**src/rtl/car_cmd_decoder.sv**
```systemverilog
// Framed motion-command decoder: parses A5/CMD/ARG/SUM frames from the UART byte stream
// and drives per-channel motor direction codes, a shared speed value and timed runs.
module car_cmd_decoder #(
    parameter int          NUM_CH       = 2,
    parameter int          UNIT_CYCLES  = 1000000,
    parameter int          BYTE_TIMEOUT = 500000,
    parameter logic [7:0]  DEF_SPEED    = 8'd128
) (
    input  logic                  clk,
    input  logic                  rst,
    input  logic [7:0]            rx_data,
    input  logic                  rx_valid,
    output logic [2*NUM_CH-1:0]   motor_dir,
    output logic [7:0]            speed,
    output logic                  busy,
    output logic                  cmd_ok,
    output logic                  cmd_err
);

    localparam int RUN_MAX = 255 * UNIT_CYCLES;
    localparam int RUN_W   = $clog2(RUN_MAX + 1);
    localparam int GAP_W   = $clog2(BYTE_TIMEOUT + 1);

    localparam logic [GAP_W-1:0] GAP_LAST = GAP_W'(BYTE_TIMEOUT - 1);
    localparam logic [RUN_W-1:0] UNIT_V   = RUN_W'(UNIT_CYCLES);
    localparam logic [7:0]       HDR      = 8'hA5;

    typedef enum logic [1:0] {
        P_HDR,
        P_CMD,
        P_ARG,
        P_SUM
    } p_state_e;

    p_state_e               p_state_q, p_state_d;
    logic [7:0]             cmd_q, cmd_d;
    logic [7:0]             arg_q, arg_d;
    logic [GAP_W-1:0]       gap_q, gap_d;
    logic [RUN_W-1:0]       run_q, run_d;
    logic [2*NUM_CH-1:0]    motor_dir_q, motor_dir_d;
    logic [7:0]             speed_q, speed_d;
    logic                   busy_q, busy_d;
    logic                   cmd_ok_q, cmd_ok_d;
    logic                   cmd_err_q, cmd_err_d;

    logic [RUN_W-1:0]       run_load;
    logic                   sum_good;

    // Even channels form the left side, odd channels the right side.
    function automatic logic [2*NUM_CH-1:0] dir_pattern(input logic [7:0] cmd);
        logic [1:0]          l_code;
        logic [1:0]          r_code;
        logic [2*NUM_CH-1:0] pat;
        l_code = 2'b00;
        r_code = 2'b00;
        pat    = '0;
        case (cmd)
            8'h01:   begin l_code = 2'b01; r_code = 2'b01; end
            8'h02:   begin l_code = 2'b10; r_code = 2'b10; end
            8'h03:   begin l_code = 2'b10; r_code = 2'b01; end
            8'h04:   begin l_code = 2'b01; r_code = 2'b10; end
            default: begin l_code = 2'b00; r_code = 2'b00; end
        endcase
        for (int i = 0; i < NUM_CH; i++) begin
            pat[2*i +: 2] = (i % 2 == 0) ? l_code : r_code;
        end
        return pat;
    endfunction

    assign run_load = RUN_W'(arg_q) * UNIT_V;
    assign sum_good = (rx_data == (cmd_q ^ arg_q)) && (cmd_q <= 8'h05);

    always_comb begin
        p_state_d   = p_state_q;
        cmd_d       = cmd_q;
        arg_d       = arg_q;
        gap_d       = gap_q;
        run_d       = run_q;
        motor_dir_d = motor_dir_q;
        speed_d     = speed_q;
        busy_d      = busy_q;
        cmd_ok_d    = 1'b0;
        cmd_err_d   = 1'b0;

        // Run timer first so that an accepted command below overrides an expiry on the same edge.
        if (busy_q) begin
            if (run_q == RUN_W'(1)) begin
                busy_d      = 1'b0;
                motor_dir_d = '0;
                run_d       = '0;
            end else begin
                run_d = run_q - RUN_W'(1);
            end
        end

        if (rx_valid) begin
            gap_d = '0;
            case (p_state_q)
                P_HDR: begin
                    if (rx_data == HDR) p_state_d = P_CMD;
                end
                P_CMD: begin
                    cmd_d     = rx_data;
                    p_state_d = P_ARG;
                end
                P_ARG: begin
                    arg_d     = rx_data;
                    p_state_d = P_SUM;
                end
                default: begin
                    p_state_d = P_HDR;
                    if (sum_good) begin
                        cmd_ok_d = 1'b1;
                        case (cmd_q)
                            8'h00: begin
                                motor_dir_d = '0;
                                busy_d      = 1'b0;
                                run_d       = '0;
                            end
                            8'h05: begin
                                speed_d = arg_q;
                            end
                            default: begin
                                motor_dir_d = dir_pattern(cmd_q);
                                busy_d      = (arg_q != 8'h00);
                                run_d       = run_load;
                            end
                        endcase
                    end else begin
                        cmd_err_d = 1'b1;
                    end
                end
            endcase
        end else if (p_state_q != P_HDR) begin
            // A received byte on the same cycle takes priority over the gap limit (handled above).
            if (gap_q == GAP_LAST) begin
                cmd_err_d = 1'b1;
                p_state_d = P_HDR;
                gap_d     = '0;
            end else begin
                gap_d = gap_q + GAP_W'(1);
            end
        end
    end

    always_ff @(posedge clk or posedge rst) begin
        if (rst) begin
            p_state_q   <= P_HDR;
            cmd_q       <= 8'h00;
            arg_q       <= 8'h00;
            gap_q       <= '0;
            run_q       <= '0;
            motor_dir_q <= '0;
            speed_q     <= DEF_SPEED;
            busy_q      <= 1'b0;
            cmd_ok_q    <= 1'b0;
            cmd_err_q   <= 1'b0;
        end else begin
            p_state_q   <= p_state_d;
            cmd_q       <= cmd_d;
            arg_q       <= arg_d;
            gap_q       <= gap_d;
            run_q       <= run_d;
            motor_dir_q <= motor_dir_d;
            speed_q     <= speed_d;
            busy_q      <= busy_d;
            cmd_ok_q    <= cmd_ok_d;
            cmd_err_q   <= cmd_err_d;
        end
    end

    assign motor_dir = motor_dir_q;
    assign speed     = speed_q;
    assign busy      = busy_q;
    assign cmd_ok    = cmd_ok_q;
    assign cmd_err   = cmd_err_q;

endmodule

```
**config.mk**
```make
export PLATFORM = sky130hd
export DESIGN_NAME = car_cmd_decoder
export DESIGN_NICKNAME = d
export VERILOG_FILES = /design/src/rtl/car_cmd_decoder.sv
export SDC_FILE = /design/constraint.sdc
export NUM_CORES = 1
export LEC_CHECK = 0
export CORE_ASPECT_RATIO = 0.9
export CORE_MARGIN = 2
export CORE_UTILIZATION = 65
export CTS_CLUSTER_SIZE = 16
export DETAILED_ROUTE_END_ITERATION = 10
export PLACE_DENSITY_LB_ADDON = 0.1
export SLEW_MARGIN = 20
export SYNTH_ARGS = -nofsm -noshare
export SYNTH_HDL_FRONTEND = slang
export SYNTH_SLANG_ARGS = --single-unit
```
**constraint.sdc**
```tcl
create_clock -name clk -period 10.88 [get_ports clk]
set_clock_uncertainty 0.05 [all_clocks]
set_input_delay 1.632 -clock clk [delete_from_list [all_inputs] [get_ports clk]]
set_output_delay 1.632 -clock clk [all_outputs]
set_load 0.02 [all_outputs]
```
==> results of run 1 <==
[per-stage QoR]
stage               area (um2)  instances  setup slack, ps    util  hold WS [ps]
CTS                       6387        730             6391  0.7386         442.1
finish                    6391        730             6399  0.7390         444.8
global placement          6187        714             6495  0.7154         413.6
global route              6391        730             6151  0.7390         481.6
floorplan                 5862        583             6672       -         436.2
detailed placement        6187        714             6395  0.7154         421.5
[cells in the mapped netlist (3+ instances only)]
cell type                   n  share of area
sky130_fd_sc_hd__nor4_1     8         0.0085
sky130_fd_sc_hd__ha_1      65           0.14
sky130_fd_sc_hd__xor2_1    23          0.034
sky130_fd_sc_hd__mux2_2    18          0.035
sky130_fd_sc_hd__or3_1      6         0.0064
sky130_fd_sc_hd__mux2i_1    4         0.0068
sky130_fd_sc_hd__and2_1     3         0.0032
sky130_fd_sc_hd__a21oi_1   20          0.017
sky130_fd_sc_hd__o21a_1     3         0.0038
sky130_fd_sc_hd__dfrtp_1   79           0.34
sky130_fd_sc_hd__inv_1     43          0.028
sky130_fd_sc_hd__a22o_1     4         0.0060
sky130_fd_sc_hd__buf_2      4         0.0034
sky130_fd_sc_hd__nor2b_1    7         0.0075
sky130_fd_sc_hd__nor3_1    17          0.015
sky130_fd_sc_hd__and3_1     5         0.0053
sky130_fd_sc_hd__nand2b_1   4         0.0043
sky130_fd_sc_hd__nand4_1    8         0.0085
sky130_fd_sc_hd__a21o_1     7         0.0090
sky130_fd_sc_hd__xnor3_1    8          0.031
sky130_fd_sc_hd__o21ai_0   23          0.020
sky130_fd_sc_hd__clkbuf_1   7         0.0045
sky130_fd_sc_hd__nand2_1   47          0.030
sky130_fd_sc_hd__nor2_1    49          0.031
sky130_fd_sc_hd__o31ai_1    3         0.0038
sky130_fd_sc_hd__or4_1      6         0.0077
sky130_fd_sc_hd__o22ai_1   15          0.016
sky130_fd_sc_hd__fa_1      17          0.058
sky130_fd_sc_hd__xnor2_1   32          0.048
sky130_fd_sc_hd__nand3_1   11         0.0094
[flip-flops by register name, indices dropped and copies added (netlist names), 2 cells and up]
name       cells
run_q         28
gap_q         19
arg_q          8
cmd_q          8
speed          8
motor_dir      4
p_state_q      2
[routing by layer]
layer  up-vias  global-route usage  wire length (um)
met4         0             0.07658               191
met5         -                   0                 0
li1       2090                   -                 -
met3        24             0.04577               528
met1      2143              0.3796              5950
met2       109              0.4890              6196
[kinds of logic after synthesis]
group           count (synthesis)  share of synthesized area
simple gates                  189                     0.1680
fa+ha+maj                      82                     0.1968
mux                            22                    0.04141
compound gates                 90                    0.09755
xor+xnor                       63                     0.1129
buf+inv                        57                    0.04162
flops                          80                     0.3417
[worst reg2reg max path, delay by kind of cell, from the launching register on]
kind / cells / cell delay, ps
buf+inv: 2 / 100
fa+ha+maj: 5 / 2270
simple gates: 1 / 200
compound gates: 5 / 1060
flops: 1 / 600
xor+xnor: 1 / 90
[worst min-delay path by stage]
stage | to | slack (ps) | cells past startpoint
floorplan | run_q[1] | 440 | 2
global route | speed[0] | 480 | 2
CTS | speed[1] | 440 | 2
detailed placement | speed[1] | 420 | 2
global placement | speed[1] | 410 | 2
finish | speed[1] | 440 | 2
[area by class of cell]
class / count / area (um2)
clock inverter: 7 / 76.32
fill: 640 / 2257
inverter: 43 / 162.7
sequential: 80 / 2003
tap: 119 / 148.9
timing repair buffer: 26 / 261.5
multi-input combinational: 446 / 3615
clock buffer: 9 / 123.9
==> run summary, run 1 <==
The final-layout setup total negative slack came out at 0 ps. Of all nets on the critical path, the largest fanout is 10. Wires add up to 12,870 um.

Detailed placement finished with a half-perimeter wire length of 9588 um. The critical path starts at arg_q[4]. The slowest stage of the critical path is the sky130_fd_sc_hd__dfrtp_1 cell. The highest clock frequency the design can meet is approximately 0.22 GHz. After clock tree synthesis, the flow added hold-fix buffers numbering 0.

The number of buffers inserted by post-CTS setup repair came out at 0. Clock tree synthesis inserted a total of 9 buffers. The number of storage elements in the synthesis netlist is 80. The worst hold path begins at speed[1]. The worst register-to-register path ends at run_q[26].

In this run the worst setup path terminates at run_q[26]. The signal on the critical path passes through fa_1, ha_1, fa_1, inv_1, fa_1, inv_1, ha_1, and3_1, a221o_1, a21oi_1, o21ai_0, o31ai_1, xnor2_1, a31o_2. The flow ran to the end, and the final reports show no timing, DRC or antenna violations. In the finished design, the share of the clock period the worst path needs comes to 0.4119.

The share of the Yosys chip area taken by registers is 0.3417. The clock tree synthesis step divided the H-tree into 3 levels. The clock period minus final worst setup slack is approximately 4500 ps. The type of the tightest min-delay check is register to register. Data on the critical path is required at its endpoint by about 11,000 ps. The data arrival time at the worst-slack endpoint is 4680 ps. The number of vias in the routed layout is between 4,000 and 5,000. In this design, the critical path's most frequently occurring cell is sky130_fd_sc_hd__fa_1.

In this run the tightest slew margin relative to its limit is 0.4618. The sum of overflow across all layers after global routing came out at 0. The number of setup violations in the final report is 0. Once detail routing completed, the nets flagged for antenna violations numbered 0. The net count after synthesis is 676. The number of global-route vias before repair was around 4,500.

The number of antenna violations at the first check in global routing is 0. The share of async-settable or async-resettable flops after synthesis is 1.000. Input and output buffers added on the ports amount to 25. The count of final hold-check violations was 0. The clock transition at the registers of the reported paths is around 90 ps. The per-instance average area after synthesis is a little over 10 um2. The tree is rooted in a sky130_fd_sc_hd__clkbuf_8. The synthesized instance count came out at approximately 600. After floorplanning, the core was divided into 32 placement rows. The max-cap check violation count came out at 0. The kind of launch point of the worst setup path is a register.

The signed area change from the synthesized netlist to the final layout came out at 9.029%. Dividing the detail-routed via count by the number of cells gives 5.981. The number of cells on the worst reg-to-reg path is 14.

The worst-case register-to-register setup slack came out at approximately 6400 ps. The delay of the slowest cell on the worst path is around 600 ps. The startpoint of the lowest-slack register-to-register path is arg_q[4].

The leading cell type in the layout, fill and taps excluded is sky130_fd_sc_hd__dfrtp_1. In this run the cell area of the synthesized design comes to between 5000 and 6000 um2. The number of remaining DRC errors came out at 0. Among cell families on the critical path, the largest total delay comes from adder cells. The worst setup path is captured at a register. The count of pins on the block boundary is 26. For the worst-skew pair, the clock arrives at the later sink with an insertion delay of approximately 360 ps. In the layout the commonest cells are sky130_fd_sc_hd__dfrtp_1 (79), sky130_fd_sc_hd__ha_1 (65), sky130_fd_sc_hd__nor2_1 (49), sky130_fd_sc_hd__nand2_1 (47), sky130_fd_sc_hd__inv_1 (42).

The number of nets in the layout is ~700. The kind of critical path is register to register. The number of gates given a new drive strength after cts came out at 0. The region available for standard cell placement spans 8648 um2. The critical path buffer and inverter count came out at 2.

The number of antenna cells inserted is 0. After detailed routing, the average wire length per cell comes to about 18 um. The critical path depth came out at 14. The total die area came out at about 9800 um2.

The starting density of the core came out at 0.6778. The number of sinks on the clock net came out at 80. The proportion of layout cells with a drive suffix above 1 came out at 0.08020.

The count of yosys warnings during synthesis is 0. Entering global routing, the biggest net connects between 80 and 90 pins. For this block, the initial DRC count from the detailed router was 260. The most used flip-flop cell after synthesis is sky130_fd_sc_hd__dfrtp_1. For the pin with the worst max-slew slack, the measured transition is roughly 800 ps. The congestion estimate from routability-driven global placement came to 0.9197. The overall global routing resource usage is 0.2848. The length of the first detailed-routing pass in iterations is 6. The number of max-slew violations in the final report is 0.

The height of the die is about 94 um. The CTS tree is built. The distinct cell type count after synthesis came out at between 50 and 60.

Setup repair after global routing left no endpoint under its margin. The worst-case clock buffer depth came out at 2. The horizontal die dimension came out at roughly 100 um. The number of enable flip-flop cells after synthesis is 0. The wire length of the first global-routing pass came out at approximately 22,000 um.
Power of run 1 is left out: the tool's default activity adds up to more than one toggle a clock period on the data nets, which glitch-free logic cannot reach.
==> run 2: changes to the inputs <==
- CORE_UTILIZATION: 65 -> 56
- clock period: 10.88 -> 4.1 ns (I/O delays scaled with it)
==> run 2 against run 1 <==
  * Maximum frequency is 9.6% higher
  * Register-to-register slack worse by 6400 ps
  * Worst hold slack is essentially flat
  * Flip-flop and latch count did not move
  * Die area up 15%
  * Cell area increased by 6.3%
  * Global-route usage decreased by 3.5 points
  * Final cell count increased by 4.8%
  * Critical path type unchanged
==> run summary, run 2 (same netlist as run 1, synthesis figures left out) <==
The cell chosen for the clock root is sky130_fd_sc_hd__clkbuf_16 (was sky130_fd_sc_hd__clkbuf_8). The beginning of the worst hold path is speed[2] (was speed[1]). The worst-case register-to-register setup slack is 10 ps (was 6400 ps).

The startpoint of the lowest-slack register-to-register path was arg_q[4] (unchanged). The horizontal die dimension is 111.8 um (was 104.1 um). The placeable core area is 10,200 um2 (was 8648 um2).

The CTS tree was built (unchanged). The clock latency on the worst-skew pair came out at 340 ps (was 360 ps). The register containing the most flip-flops in the final layout was run_q (unchanged).

The detail-routed net length per standard cell was 17.54 um (was 17.63 um). The final period utilization is 0.9968 (was 0.4119). The cell with the largest stage delay on the worst path is sky130_fd_sc_hd__fa_2 (was sky130_fd_sc_hd__dfrtp_1).

The number of buffers added by the clock tree synthesis step came out at 9 (unchanged). The highest clock frequency the design can meet came to 0.2447 GHz (was 0.2232 GHz). The count of final hold-check violations came out at 0 (unchanged). The total die area was 11,300 um2 (was 9795 um2). The number of cells on the worst reg-to-reg path is 14 (unchanged). The clock transition at the registers of the reported paths came out at 60 ps (was 90 ps). The post-detailed-route count of antenna-violating nets is 0 (unchanged). The starting density of the core came to 0.5745 (was 0.6778). The combined area of the multi-input logic cells is 3695 um2 (was 3615 um2). The met2 global-route usage came out at 0.4079 (was 0.4890). The flip-flop count of the largest register after layout came out at 28 (unchanged).

The final-layout setup total negative slack is 0 ps (unchanged). The HPWL after detailed placement was 9939 um (was 9588 um). The maximum number of pins on one net before global-route repair is 46 (was 81).

The kind of launch point of the worst setup path was a register (unchanged). The endpoint class of the critical path is a register (unchanged). The total length of routed wires came out at 13,420 um (was 12,870 um). The count of input and output buffers came out at 25 (unchanged). The clock period minus final worst setup slack is 4087 ps (was 4481 ps). The number of fill cells came to 846 (was 640). The worst-case clock buffer depth is 2 (unchanged). The number of antenna violations at the first check in global routing came out at 0 (unchanged). The signed area change from the synthesized netlist to the final layout is 15.94% (was 9.029%). The DRC violation total after the first TritonRoute iteration came out at 183 (was 260). The sink of the worst hold path is speed[2] (was speed[1]). The endpoint required time on the critical path came to 4280 ps (was 11,080 ps).

The type of the tightest min-delay check is register to register (unchanged). The number of sinks on the clock net was 80 (unchanged). The leading cell type in the layout, fill and taps excluded was sky130_fd_sc_hd__dfrtp_1 (unchanged). The height of the die is 101.1 um (was 94.09 um). The sequential cell area is 2007 um2 (was 2003 um2).

The kind of critical path is register to register (unchanged). The number of setup violations in the final report is 0 (unchanged). The delay of the slowest cell on the worst path came out at 640 ps (was 600 ps). The cell area after layout is 6797 um2 (was 6391 um2). The number of nets in the layout was 724 (was 699). The count of pins on the block boundary is 26 (unchanged).

The routed via count divided by cell count came out at 5.766 (was 5.981). The instance count along the most critical hold path came to 2 (unchanged). The post-route non-filler standard cell count was 765 (was 730). The number of hold-repair buffers added at the cts stage is 0 (unchanged). Critical Path, Cell by Cell: fa_2, ha_4, fa_1, inv_2, fa_1, inv_2, ha_4, a21o_1, a221o_1, a21oi_1, o21ai_1, o31ai_1, xnor2_1, a31o_2 (was fa_1, ha_1, fa_1, inv_1, fa_1, inv_1, ha_1, and3_1, a221o_1, a21oi_1, o21ai_0, o31ai_1, xnor2_1, a31o_2).

The proportion of layout cells with a drive suffix above 1 came out at 0.1415 (was 0.08020). The number of remaining DRC errors came out at 0 (unchanged). The overall global routing resource usage came out at 0.2495 (was 0.2848). Most frequent cells in the layout: sky130_fd_sc_hd__dfrtp_1 (76), sky130_fd_sc_hd__ha_1 (60), sky130_fd_sc_hd__nor2_1 (49), sky130_fd_sc_hd__nand2_1 (47), sky130_fd_sc_hd__inv_1 (38) (was sky130_fd_sc_hd__dfrtp_1 (79), sky130_fd_sc_hd__ha_1 (65), sky130_fd_sc_hd__nor2_1 (49), sky130_fd_sc_hd__nand2_1 (47), sky130_fd_sc_hd__inv_1 (42)).

The number of global-route vias before repair is 4,502 (was 4,514). The worst max-slew margin expressed relative to the limit came out at 0.4753 (was 0.4618). The transition at the pin with the smallest max-transition slack is 786.1 ps (was 801.1 ps).

The worst setup margin came out at 13.09 ps (was 6399 ps). The H-tree level count came out at 3 (unchanged). The number of antenna cells inserted came out at 0 (unchanged). The length of the first detailed-routing pass in iterations came to 5 (was 6). Top Registers: run_q x28, gap_q x19 (unchanged). The wire length of the first global-routing pass is 22,200 um (was 21,870 um). The capture instance of the worst register-to-register path is run_q[26] (unchanged). The number of max-slew violations in the final report is 0 (unchanged). Unrepaired setup endpoints after global routing: true (was false). The largest fanout of any net on the critical path is 3 (was 10). The post-place instance area came out at 6386 um2 (was 6187 um2). The data arrival time at the worst-slack endpoint came out at 4260 ps (was 4680 ps). Run status: complete, no violations (unchanged). The met3 demand-to-capacity share in global routing is 0.04811 (was 0.04577).

The number of standard-cell rows in the floorplan is 35 (was 32). The routability-driven placement congestion ratio came out at 0.8780 (was 0.9197). The number of vias in the routed layout came to 4,411 (was 4,366). The minimum setup slack after placement came out at -55.94 ps (was 6395 ps). The max-cap check violation count came out at 0 (unchanged).

The sum of overflow across all layers after global routing is 0 (unchanged). The most used routing layer was met2 (unchanged). The fraction of met1 tracks used by global routing came out at 0.3406 (was 0.3796).

The total instance count after detailed placement is 745 (was 714).
==> run 2: cell types whose count changed in the layout (fill, tap and decap cells not counted), sizes merged <==
cell,before,now
clkbuf,9,11
inv,45,44
buf,1,26
clkinvlp,1,0
==> run 2: worst max-delay path by stage <==
stage | slack [ps] | start | to
floorplan | 20 | arg_q[2] | run_q[26]
global placement | 9 | arg_q[2] | run_q[26]
detailed placement | -60 | arg_q[2] | run_q[26]
CTS | 2 | arg_q[4] | run_q[27]
global route | -120 | arg_q[4] | run_q[26]
finish | 10 | arg_q[4] | run_q[26]
==> run 2: repair_timing <==
item	4_1_cts	5_1_grt
buffers inserted	0	4
endpoints found under the setup margin	1	5
gates resized for setup	1	15
pin swaps	7	1
==> run 2: area by class of cell <==
class / instances / share of cell area
Sequential cell: 80 / 0.2953
Clock inverter: 5 / 0.009021
Tap cell: 129 / 0.02375
Multi-Input combinational cell: 446 / 0.5436
Timing Repair Buffer: 51 / 0.06719
Clock buffer: 11 / 0.03719
Inverter: 43 / 0.02393
==> run 2: per-stage QoR <==
stage            util  hold WS [ps]
3_3_place_gp   0.6259         417.1
5_1_grt        0.6661         472.7
2_1_floorplan       -         436.2
6_report       0.6661         444.9
3_5_place_dp   0.6259         431.9
4_1_cts        0.6567         444.6
==> run 2: per-layer routing <==
| layer | vias to the layer above | wire length [um] |
|---|---|---|
| met1 | 2151 | 6212 |
| met3 | 29 | 508 |
| met5 | - | 0 |
| met4 | 0 | 301 |
| met2 | 91 | 6397 |
| li1 | 2140 | - |
==> run 2: critical path: cells and delay by family (launching register included) <==
family                     cells  cell delay [ps]
DFF                            1              430
AOI/OAI and AO/OA              6             1160
buffers and inverters          2               90
xor gates and xnor gates       1              110
adders and majority gates      5             2130
Power of run 2 is left out for the same reason.
==> run 3: changes to the inputs <==
- CELL_PAD_IN_SITES_DETAIL_PLACEMENT: unset -> 1
- CELL_PAD_IN_SITES_GLOBAL_PLACEMENT: unset -> 2
- CORE_UTILIZATION: 56 -> 37
==> run 3 against run 2 <==
  * Global-route usage decreased by 5.1 points
  * First-iteration DRC count fell by 13%
  * Critical path depth stayed put
  * Flip-flop and latch count unchanged
  * Count of clock-buffer cells in the layout is the same
  * Non-clock buffer count stayed put
  * Sequential share of layout area decreased by 0.32 points
==> run summary, run 3 (same netlist as run 1, synthesis figures left out) <==
Run status: complete, no violations (unchanged). The overall global routing resource usage is 0.1987 (was 0.2495). The number of setup violations in the final report came to 0 (unchanged). The cell with the largest stage delay on the worst path is sky130_fd_sc_hd__fa_1 (was sky130_fd_sc_hd__fa_2). The worst max-slew margin expressed relative to the limit came out at 0.4336 (was 0.4753). The number of antenna cells inserted is 0 (unchanged). The detail-routed net length per standard cell is 18.42 um (was 17.54 um).

The flip-flop count of the largest register after layout is 28 (unchanged). The kind of critical path was register to register (unchanged). The number of remaining DRC errors is 0 (unchanged). The clock period minus final worst setup slack came out at 4039 ps (was 4087 ps).

The number of nets in the layout was 724 (unchanged). The kind of launch point of the worst setup path is a register (unchanged). The number of buffers added by the clock tree synthesis step is 9 (unchanged). The number of vias in the routed layout came out at 4,410 (was 4,411).

Unrepaired setup endpoints after global routing: true (unchanged). The starting density of the core came out at 0.3796 (was 0.5745). The final-layout setup total negative slack came out at 0 ps (unchanged). The cell that appears most often on the critical path is sky130_fd_sc_hd__fa_1.

The register containing the most flip-flops in the final layout is run_q (unchanged). The cell chosen for the clock root is sky130_fd_sc_hd__clkbuf_16 (unchanged). The number of standard-cell rows in the floorplan came to 43 (was 35).

The length of the first detailed-routing pass in iterations was 5 (unchanged). Top Registers: run_q x28, gap_q x19 (unchanged). The most used routing layer is met2 (unchanged).

The post-place instance area came out at 6507 um2 (was 6386 um2). The horizontal die dimension came out at 136.7 um (was 111.8 um). The max-cap check violation count was 0 (unchanged).

The transition at the pin with the smallest max-transition slack came to 843.1 ps (was 786.1 ps). The count of pins on the block boundary came out at 26 (unchanged). The fraction of met1 tracks used by global routing came out at 0.2779 (was 0.3406). The total die area came to 16,870 um2 (was 11,300 um2).

The launch point of the critical path is arg_q[2] (was arg_q[4]). The signed area change from the synthesized netlist to the final layout is 17.23% (was 15.94%). The number of global-route vias before repair is 4,718 (was 4,502).

The data arrival time at the worst-slack endpoint was 4230 ps (was 4260 ps). The highest clock frequency the design can meet came to 0.2476 GHz (was 0.2447 GHz). The cell area after layout is 6872 um2 (was 6797 um2). The number of fill cells was 1,691 (was 846). The clock transition at the registers of the reported paths came to 60 ps (about the same). The number of sinks on the clock net was 80 (unchanged). The routed via count divided by cell count is 5.263 (was 5.766).

The CTS tree is built (unchanged). The routability-driven placement congestion ratio is 0.7925 (was 0.8780). The count of input and output buffers is 25 (unchanged). The clock latency on the worst-skew pair is 350 ps (was 340 ps).

The wire length of the first global-routing pass came out at 25,630 um (was 22,200 um). The maximum number of pins on one net before global-route repair was 55 (was 46). The last element of the critical path is run_q[26] (unchanged). Critical Path, Cell by Cell: fa_1, ha_1, fa_1, inv_1, fa_1, inv_2, ha_4, and3_4, a221o_1, a21oi_2, o21ai_2, o31ai_2, xnor2_1, a31o_2 (was fa_2, ha_4, fa_1, inv_2, fa_1, inv_2, ha_4, a21o_1, a221o_1, a21oi_1, o21ai_1, o31ai_1, xnor2_1, a31o_2).

The worst-case clock buffer depth came to 2 (unchanged). The number of max-slew violations in the final report is 0 (unchanged). The count of final hold-check violations is 0 (unchanged). The H-tree level count came to 3 (unchanged). The largest fanout of any net on the critical path is 3 (unchanged). The proportion of layout cells with a drive suffix above 1 was 0.1384 (was 0.1415). The sum of overflow across all layers after global routing is 0 (unchanged). The worst-case register-to-register setup slack is 60 ps (was 10 ps).

The capture instance of the worst register-to-register path was run_q[26] (unchanged). The endpoint required time on the critical path came out at 4290 ps (was 4280 ps). The startpoint of the lowest-slack register-to-register path is arg_q[2] (was arg_q[4]).

The HPWL after detailed placement is 12,160 um (was 9939 um). The type of the tightest min-delay check was register to register (unchanged). The met3 demand-to-capacity share in global routing is 0.03485 (was 0.04811).

The sequential cell area came out at 2007 um2 (unchanged). The post-detailed-route count of antenna-violating nets is 0 (unchanged). Most frequent cells in the layout: sky130_fd_sc_hd__dfrtp_1 (76), sky130_fd_sc_hd__ha_1 (61), sky130_fd_sc_hd__nor2_1 (49), sky130_fd_sc_hd__nand2_1 (47), sky130_fd_sc_hd__inv_1 (40) (was sky130_fd_sc_hd__dfrtp_1 (76), sky130_fd_sc_hd__ha_1 (60), sky130_fd_sc_hd__nor2_1 (49), sky130_fd_sc_hd__nand2_1 (47), sky130_fd_sc_hd__inv_1 (38)). The number of cells on the worst reg-to-reg path came out at 14 (unchanged). The combined area of the multi-input logic cells came out at 3679 um2 (was 3695 um2). The met2 global-route usage came out at 0.3197 (was 0.4079). The placeable core area came out at 15,440 um2 (was 10,200 um2). The delay of the slowest cell on the worst path came to 570 ps (was 640 ps).

The final period utilization came out at 0.9850 (was 0.9968). The leading cell type in the layout, fill and taps excluded is sky130_fd_sc_hd__dfrtp_1 (unchanged). The endpoint class of the critical path is a register (unchanged). The number of antenna violations at the first check in global routing came to 0 (unchanged). The total length of routed wires is 15,440 um (was 13,420 um). The DRC violation total after the first TritonRoute iteration is 159 (was 183).

The height of the die came to 123.4 um (was 101.1 um). The number of buffers inserted by post-CTS setup repair is 0 (unchanged).
## run 3: changes by cell type in the layout (fill, tap and decap cells not counted), moves of 2 or more
cell / before / now
sky130_fd_sc_hd__ha_4: 5 / 3
sky130_fd_sc_hd__inv_2: 4 / 2
sky130_fd_sc_hd__o21ai_1: 3 / 0
sky130_fd_sc_hd__o21ai_0: 20 / 22
sky130_fd_sc_hd__inv_1: 38 / 40
sky130_fd_sc_hd__inv_6: 2 / 0
## run 3: worst min-delay path by stage
| stage | from | depth (start not counted) | end | slack [ps] |
|---|---|---|---|---|
| 6_report | speed[7] | 2 | speed[7] | 430 |
| 5_1_grt | speed[7] | 2 | speed[7] | 480 |
| 4_1_cts | speed[7] | 2 | speed[7] | 440 |
| 3_5_place_dp | speed[7] | 2 | speed[7] | 430 |
| 3_3_place_gp | speed[0] | 2 | speed[0] | 420 |
| 2_1_floorplan | run_q[1] | 2 | run_q[1] | 440 |
## run 3: per-layer routing
layer  vias to the layer above  routed length [um]
li1                       2141                   -
met1                      2211                7460
met2                        44                7372
met3                        14                 424
met4                         0                 182
met5                         -                   0
## run 3: worst max-delay path: cells and delay by family (launching register included)
kind                       cells  cell delay [ps]
xor gates and xnor gates       1               90
adders and majority gates      5             2020
buffers and inverters          2              100
DFF                            1              430
and+or+nand+nor                1              180
AOI/OAI and AO/OA              5             1060
## run 3: stage by stage
stage | cells | utilization | setup slack (ps) | hold WS, ps
floorplan | 583 | - | 20.68 | 436.2
global placement | 822 | 0.4214 | -13.73 | 417.5
detailed placement | 822 | 0.4214 | -123.5 | 426.9
CTS | 838 | 0.4423 | 11.78 | 436.2
global route | 838 | 0.4450 | -67.73 | 482.6
finish | 838 | 0.4450 | 61.39 | 432.1
## run 3: layout make-up
type / instances / area share
tap: 202 / 0.03678
timing repair buffer: 51 / 0.06591
clock inverter: 5 / 0.009286
sequential: 80 / 0.2921
clock buffer: 11 / 0.03678
multi-input combinational: 446 / 0.5353
inverter: 43 / 0.02385
## run 3: timing repair
| action | CTS | global route |
|---|---|---|
| gates cloned | 0 | 0 |
| pin swaps | 15 | 6 |
| endpoints found under the hold margin | 0 | 0 |
| resized for setup | 3 | 8 |
| hold buffers | 0 | 0 |
| endpoints found under the setup margin | 2 | 2 |
Power of run 3 is left out for the same reason.
